<file path="config.mk">
export PLATFORM = sky130hd
export DESIGN_NAME = updown_target_sequencer
export DESIGN_NICKNAME = d
export VERILOG_FILES = /design/src/rtl/updown_seq_pkg.sv /design/src/rtl/updown_step_counter.sv /design/src/rtl/updown_target_sequencer.sv
export SDC_FILE = /design/constraint.sdc
export NUM_CORES = 1
export LEC_CHECK = 0
export BUFFER_PORTS_ARGS = -buffer_cell sky130_fd_sc_hd__buf_2
export CAP_MARGIN = 20
export CORE_ASPECT_RATIO = 0.9
export CORE_MARGIN = 8
export CORE_UTILIZATION = 45
export DETAILED_ROUTE_END_ITERATION = 12
export HOLD_SLACK_MARGIN = 0.06
export PLACE_DENSITY = 0.69
export SLEW_MARGIN = 20
export SYNTH_ARGS = -nofsm -noshare
export SYNTH_HDL_FRONTEND = slang
export SYNTH_SLANG_ARGS = --single-unit
</file>
<file path="constraint.sdc">
create_clock -name clk -period 3.55 [get_ports clk]
set_input_delay 0.71 -clock clk [delete_from_list [all_inputs] [get_ports clk]]
set_output_delay 0.71 -clock clk [all_outputs]
set_load 0.01 [all_outputs]
</file>
<file path="src/rtl/updown_seq_pkg.sv">
// Shared types and helpers for the up/down target sequencer and its step counter.
package updown_seq_pkg;

  typedef enum logic {
    IDLE = 1'b0,
    RUN  = 1'b1
  } seq_state_e;

  localparam logic DIR_UP   = 1'b1;
  localparam logic DIR_DOWN = 1'b0;

  // Prescale timer width; a single-cycle step still needs one bit.
  function automatic int timer_w(input int div);
    return (div <= 1) ? 1 : $clog2(div);
  endfunction

endpackage

</file>
<file path="src/rtl/updown_step_counter.sv">
// WIDTH-bit up/down register: load returns it to RESET_VAL, en moves it one count in dir.
module updown_step_counter
  import updown_seq_pkg::*;
#(
  parameter int WIDTH     = 4,
  parameter int RESET_VAL = 7
) (
  input  logic             clk,
  input  logic             load,
  input  logic             en,
  input  logic             dir,
  output logic [WIDTH-1:0] count
);

  logic [WIDTH-1:0] count_q;
  logic [WIDTH-1:0] count_d;

  always_comb begin
    count_d = count_q;
    if (load) begin
      count_d = WIDTH'(RESET_VAL);
    end else if (en) begin
      count_d = (dir == DIR_UP) ? count_q + WIDTH'(1) : count_q - WIDTH'(1);
    end
  end

  always_ff @(posedge clk) begin
    count_q <= count_d;
  end

  assign count = count_q;

endmodule

</file>
<file path="src/rtl/updown_target_sequencer.sv">
// Drives the step counter toward a commanded target one paced step at a time,
// reporting completion or abort with a one-cycle done pulse.
module updown_target_sequencer
  import updown_seq_pkg::*;
#(
  parameter int WIDTH     = 4,
  parameter int RESET_VAL = 7,
  parameter int STEP_DIV  = 1
) (
  input  logic             clk,
  input  logic             rst,
  input  logic             cmd_valid,
  output logic             cmd_ready,
  input  logic [WIDTH-1:0] cmd_target,
  input  logic             abort,
  output logic [WIDTH-1:0] count,
  output logic             dir,
  output logic             busy,
  output logic             done,
  output logic             aborted
);

  localparam int TW = timer_w(STEP_DIV);
  localparam logic [TW-1:0] TIMER_MAX = TW'(STEP_DIV - 1);

  seq_state_e       state_q, state_d;
  logic [WIDTH-1:0] target_q, target_d;
  logic [TW-1:0]    timer_q, timer_d;
  logic             dir_q, dir_d;
  logic             done_q, done_d;
  logic             aborted_q, aborted_d;
  logic             step_en;
  logic [WIDTH-1:0] count_next;

  updown_step_counter #(
    .WIDTH    (WIDTH),
    .RESET_VAL(RESET_VAL)
  ) u_counter (
    .clk  (clk),
    .load (rst),
    .en   (step_en),
    .dir  (dir_q),
    .count(count)
  );

  // Handshake: a command transfers on any rising edge where cmd_valid and
  // cmd_ready are both high; cmd_ready is high exactly while the FSM is IDLE.
  assign cmd_ready = (state_q == IDLE);
  assign busy      = (state_q == RUN);
  assign dir       = dir_q;
  assign done      = done_q;
  assign aborted   = aborted_q;

  assign count_next = (dir_q == DIR_UP) ? count + WIDTH'(1) : count - WIDTH'(1);

  always_comb begin
    state_d   = state_q;
    target_d  = target_q;
    timer_d   = timer_q;
    dir_d     = dir_q;
    done_d    = 1'b0;
    aborted_d = 1'b0;
    step_en   = 1'b0;
    unique case (state_q)
      IDLE: begin
        if (cmd_valid) begin
          target_d = cmd_target;
          timer_d  = '0;
          if (cmd_target == count) begin
            done_d = 1'b1;
          end else begin
            dir_d   = (cmd_target > count) ? DIR_UP : DIR_DOWN;
            state_d = RUN;
          end
        end
      end
      RUN: begin
        // Abort wins over a step due on the same edge.
        if (abort) begin
          state_d   = IDLE;
          done_d    = 1'b1;
          aborted_d = 1'b1;
          timer_d   = '0;
        end else if (timer_q == TIMER_MAX) begin
          step_en = 1'b1;
          timer_d = '0;
          if (count_next == target_q) begin
            state_d = IDLE;
            done_d  = 1'b1;
          end
        end else begin
          timer_d = timer_q + TW'(1);
        end
      end
      default: state_d = IDLE;
    endcase
  end

  always_ff @(posedge clk) begin
    if (rst) begin
      state_q   <= IDLE;
      target_q  <= '0;
      timer_q   <= '0;
      dir_q     <= DIR_UP;
      done_q    <= 1'b0;
      aborted_q <= 1'b0;
    end else begin
      state_q   <= state_d;
      target_q  <= target_d;
      timer_q   <= timer_d;
      dir_q     <= dir_d;
      done_q    <= done_d;
      aborted_q <= aborted_d;
    end
  end

endmodule
</file>
==> results of run 1 <==
==> state kept, by name, summed over array words and instances, names as in the netlist <==
register,cells
dir,1
target_q,4
done,1
aborted,1
busy,1
u_counter.count,4
==> area by class of cell <==
type / count / area (um^2)
repair buffers: 16 / 80.1
clock buffers: 3 / 22.5
multi-input cells: 54 / 429
flip-flops and latches: 12 / 240
inverters: 10 / 37.5
fillers: 140 / 643
well taps: 22 / 27.5
==> power by group through the flow <==
| stage | sequential (mW) | clock (mW) | combinational (mW) |
|---|---|---|---|
| 6_report | 0.165 | 0.0833 | 0.161 |
| 5_1_grt | 0.168 | 0.0932 | 0.180 |
| 4_1_cts | 0.165 | 0.0867 | 0.164 |
| 3_5_place_dp | 0.168 | 0 | 0.163 |
| 3_3_place_gp | 0.167 | 0 | 0.158 |
| 2_1_floorplan | 0.170 | 0 | 0.121 |
==> per-stage QoR <==
| stage | setup slack, ns | utilization [%] | instances |
|---|---|---|---|
| 2_1_floorplan | 1.57 | - | 79 |
| 3_3_place_gp | 1.57 | 55.0 | 114 |
| 3_5_place_dp | 1.50 | 55.0 | 114 |
| 4_1_cts | 1.49 | 56.6 | 117 |
| 5_1_grt | 1.36 | 56.6 | 117 |
| 6_report | 1.50 | 56.6 | 117 |
==> final timing paths <==
check / to / cells past startpoint / slack, ns
min: target_q[3] / 2 / 0.52
min reg2reg: target_q[3] / 2 / 0.52
max: u_counter.count[3] / 6 / 1.50
max reg2reg: u_counter.count[3] / 6 / 1.50
==> cells in the final DEF (no fill, tap or decap), types with 2 or more instances in the layout <==
cell type / count
buf_2: 16
dfxtp_1: 12
inv_1: 10
nor2_1: 9
xnor2_1: 6
ha_1: 6
nand2_1: 4
mux2i_1: 4
o211ai_1: 3
o21ai_0: 3
clkbuf_4: 3
nor2b_1: 2
==> layer usage <==
| layer | global-route usage, % | routed length [um] |
|---|---|---|
| met2 | 15.7 | 639 |
| met4 | 4.07 | 8 |
| met3 | 4.75 | 111 |
| met1 | 12.1 | 669 |
| met5 | 0 | 0 |
==> worst max-delay path, cell delays in order (launching register included) <==
cell and delay [ns]:
dfxtp_1 0.46, inv_1 0.10, ha_1 0.35, and3_4 0.20, or3_1 0.34, a21oi_1 0.17
mux2_1 0.33
==> kinds of logic after synthesis <==
| kind of cell | synth area share (%) |
|---|---|
| adders and majority gates | 13.2 |
| AOI/OAI and AO/OA | 12.7 |
| and+or+nand+nor | 14.9 |
| muxes | 7.12 |
| DFF | 33.3 |
| xor gates and xnor gates | 11.6 |
| buffers and inverters | 7.12 |
==> metrics, run 1 <==
Final Max Tran Viols 0; cts bufs inserted 3; area post-placement 815 um^2; Die Span X 58.2 um; Critical R2R Launch dir; clock sinks 12; unrepaired setup endpoints after global routing false; initial antenna violation count 0; critical path type reg2reg; Worst slew margin 66.5%; min-delay src target_q[3]; Max Buffers Root-to-Sink 2; Cell Pwr Density slightly below 500 mW/mm^2; Hold-fix buffers, CTS 0; DRC errors left 0; most numerous cell in the Yosys netlist dfxtp_1; synthesized area slightly above 700 um^2; Initial Util 48.7%; Post-synth top cells dfxtp_1, inv_1, nor2_1; grt total ovfl 0; area grow syn2layout 16.1%; Distinct cells, synth 29; Pint 0.269 mW; Via density 4.97; Peak Freq 489 MHz; first-pass GRT wire length 2.46 mm; die height 54.0 um; Worst Tran Pin Value 0.501 ns; EDFF count, synth 0; DRT iter0 DRCs 8; combinational share of power 39.4%; crit start category flip-flop; wire per inst 12.2 um; Clk pwr share 20.3%; Yosys reg bits 12; Final HPWL DP 1.18 mm; final wirelength about 1.4 mm; synthesized net count 94; Synth area leader dfxtp_1; final number of setup-violating endpoints 0; via total after detailed routing 582; # diodes 0; Peak VDD IR between 0.2 and 0.3 mV; Syn Inst Count 79; RePlAce Congestion 0.755; number of global-route vias before repair 547; YS warnings 0; Syn Area/Cell 9.12 um^2; post-synthesis sequential area ratio 33.3%; FFs w/ async S/R, synth 0%; row count 13; Global Route Usage Sum 10.2%; cell leakage power 0.431 nW; core area approximately 0.0015 mm^2; dominant synthesized flop cell dfxtp_1; DRT Pass-1 Iters 4; Reg power frac 40.3%; Max FO, Critical Path 7; clock slew at reported path FFs approximately 0.07 ns; largest net degree at the start of global routing 11; Fin. Hold Viols 0; top cell type's share of synthesized area 33.3%; share of cells above drive strength 1 between 20% and 30%; Hold WC Path Type reg2reg; total power 0.409 mW; setup_tns 0 ns; Port Buf Inserts 16; CTS tree done; die footprint approximately 0.0031 mm^2; Required @ worst endpoint 3.71 ns; final antenna-violating net count 0; switch share 34.2%; Setup Buffers After CTS 0; net load switching power around 0.14 mW; crit path DAT 2.21 ns; I/O pin total 17; Final Cycle Share between 50% and 60%; final instance area between 800 and 900 um^2; H-tree depth 1; Final Skew 0.00217 ns; Nets around 110; Root Buffer clkbuf_4; Worst setup EP type flip-flop; clk_lat worst skew 0.27 ns; status complete, no violations; Setup crit start dir; synth top area cells dfxtp_1, ha_1, xnor2_1; PostCTS Resize Cnt 0; worst hold slack 0.520 ns; post-route minimum period 2.05 ns; max_cap viols 0
No activity file was read; power rests on OpenSTA's default activity.
==> run 2, diff against run 1 <==
Settings changed: PLACE_DENSITY 0.69 to 0.71.
Clock period 3.55 ns to 1.65 ns, I/O delays scaled along.
==> run 2 against run 1 <==
Against the previous run:
- the flow now finishes with violations (negative setup slack)
- critical path type unchanged
- die area did not move
- register-to-register slack worse by 1.6 ns
- sequential cell count unchanged
- clock power grew to 2.9 times the previous value
- combinational power rose to 3.1 times the previous value
- worst setup slack got worse by 1.6 ns
==> metrics, run 2 (synthesized netlist as in run 1, its figures left out) <==
Global Route Usage Sum 12.3% (was 10.2%); crit path DAT 1.89 ns (was 2.21 ns); cts bufs inserted 3 (unchanged); cell leakage power 0.514 nW (was 0.431 nW); CTS tree done (unchanged); critical path type reg2reg (unchanged); Peak VDD IR 0.634 mV (was 0.297 mV); max_cap viols 0 (unchanged); via total after detailed routing 643 (was 582); Die Span X 58.2 um (unchanged); status finished with violations (was complete, no violations); Final HPWL DP 1.31 mm (was 1.18 mm); setup_tns -0.0984 ns (was 0 ns); failing checks negative setup slack; DRT Pass-1 Iters 4 (unchanged); commonest cells after routing, fill and taps aside buf_2, buf_4, inv_1, nor2_1, dfxtp_1 (was buf_2, dfxtp_1, inv_1); row count 13 (unchanged); Fin. Hold Viols 0 (unchanged); share of cells above drive strength 1 44.0% (was 23.2%); Required @ worst endpoint 1.83 ns (was 3.71 ns); wire per inst 13.2 um (was 12.2 um); final instance area 0.00102 mm^2 (was 837 um^2); fin worst setup slack -0.0536 ns (was 1.50 ns); number of global-route vias before repair 642 (was 547); Hold-fix buffers, CTS 0 (unchanged); Initial Util 48.7% (unchanged); Worst Tran Pin Value 0.246 ns (was 0.501 ns); clock sinks 12 (unchanged); grt total ovfl 0 (unchanged); Port Buf Inserts 16 (unchanged); Max Buffers Root-to-Sink 2 (unchanged); RePlAce Congestion 0.758 (was 0.755); fin util 68.8% (was 56.6%); DRT iter0 DRCs 10 (was 8); largest net degree at the start of global routing 11 (unchanged); final wirelength 1.73 mm (was 1.43 mm); core area 0.00148 mm^2 (unchanged); clk_lat worst skew 0.28 ns (was 0.27 ns); placed insts 125 (was 114); initial antenna violation count 0 (unchanged); Hold WC Path Type in2reg (was reg2reg); Worst slew margin 83.5% (was 66.5%); die height 54.0 um (unchanged); post-route minimum period 1.70 ns (was 2.05 ns); worst hold slack 0.289 ns (was 0.520 ns); unrepaired setup endpoints after global routing true (was false); final antenna-violating net count 0 (unchanged); # diodes 0 (unchanged); Worst setup EP type flip-flop (unchanged); Finished Layout Cells 131 (was 117); final number of setup-violating endpoints 2 (was 0); Final Skew 0.00930 ns (was 0.00217 ns); clock slew at reported path FFs 0.09 ns (was 0.07 ns); Final Max Tran Viols 0 (unchanged); Final Cycle Share 103% (was 57.6%); Max FO, Critical Path 3 (was 7); area grow syn2layout 41.3% (was 16.1%); Peak Freq 587 MHz (was 489 MHz); Via density 4.91 (was 4.97); Root Buffer clkbuf_4 (unchanged); DRC errors left 0 (unchanged); H-tree depth 1 (unchanged); area post-placement 922 um^2 (was 815 um^2); fillcell total 118 (was 140); crit start category flip-flop (unchanged); I/O pin total 17 (unchanged); commonest non-fill, non-tap cell in the layout buf_2 (unchanged); die footprint 0.00314 mm^2 (unchanged); first-pass GRT wire length 2.88 mm (was 2.46 mm); Cell Pwr Density 1070 mW/mm^2 (was 489 mW/mm^2); Nets 125 (was 112)
run 2: per-layer routing:
layer,global-route usage [%],vias up,part of all wire [%]
li1,-,325,-
met1,12.3,303,41
met2,22.4,13,52
met3,6.18,2,6.0
met4,3.25,0,0.58
met5,0,-,0
run 2: power breakdown:
| group | internal [mW] | switching, mW |
|---|---|---|
| Sequential | 0.324 | 0.0289 |
| Combinational | 0.278 | 0.220 |
| Clock | 0.134 | 0.109 |
run 2: cell type report:
class / count / area, um^2 / share of cell area, %
multi-input combinational: 54 / 477 / 46.8
sequential: 12 / 253 / 24.8
timing repair buffer: 29 / 185 / 18.2
inverter: 10 / 40.0 / 3.93
clock buffer: 4 / 36.3 / 3.56
tap: 22 / 27.5 / 2.70
run 2: worst paths after layout:
path	startpoint	to	slack, ns	depth (start not counted)
setup / recovery	dir	u_counter.count[3]	-0.05	6
setup reg to reg	dir	u_counter.count[3]	-0.05	6
hold reg to reg	target_q[0]	target_q[0]	0.52	2
hold / removal	abort	aborted	0.29	2
run 2: repair_timing:
| item | in CTS | in global routing |
|---|---|---|
| pin swaps | 6 | 2 |
| resized for setup | 6 | 3 |
| setup buffers | 2 | 0 |
| setup endpoints to repair | 2 | 3 |
run 2: per-stage QoR:
step / setup slack, ns / total power, mW
2_1_floorplan: -0.0961 / 0.640
6_report: -0.0536 / 1.09
5_1_grt: -0.100 / 1.18
3_3_place_gp: -0.0402 / 0.766
3_5_place_dp: -0.0620 / 0.782
4_1_cts: -0.0648 / 1.09
run 2: worst max-delay path: stages (launching register included):
cell and delay (ns):
dfxtp_4 0.36, inv_4 0.07, ha_4 0.20, and3_4 0.17, or3_4 0.36, a21oi_2 0.14, mux2_4 0.30
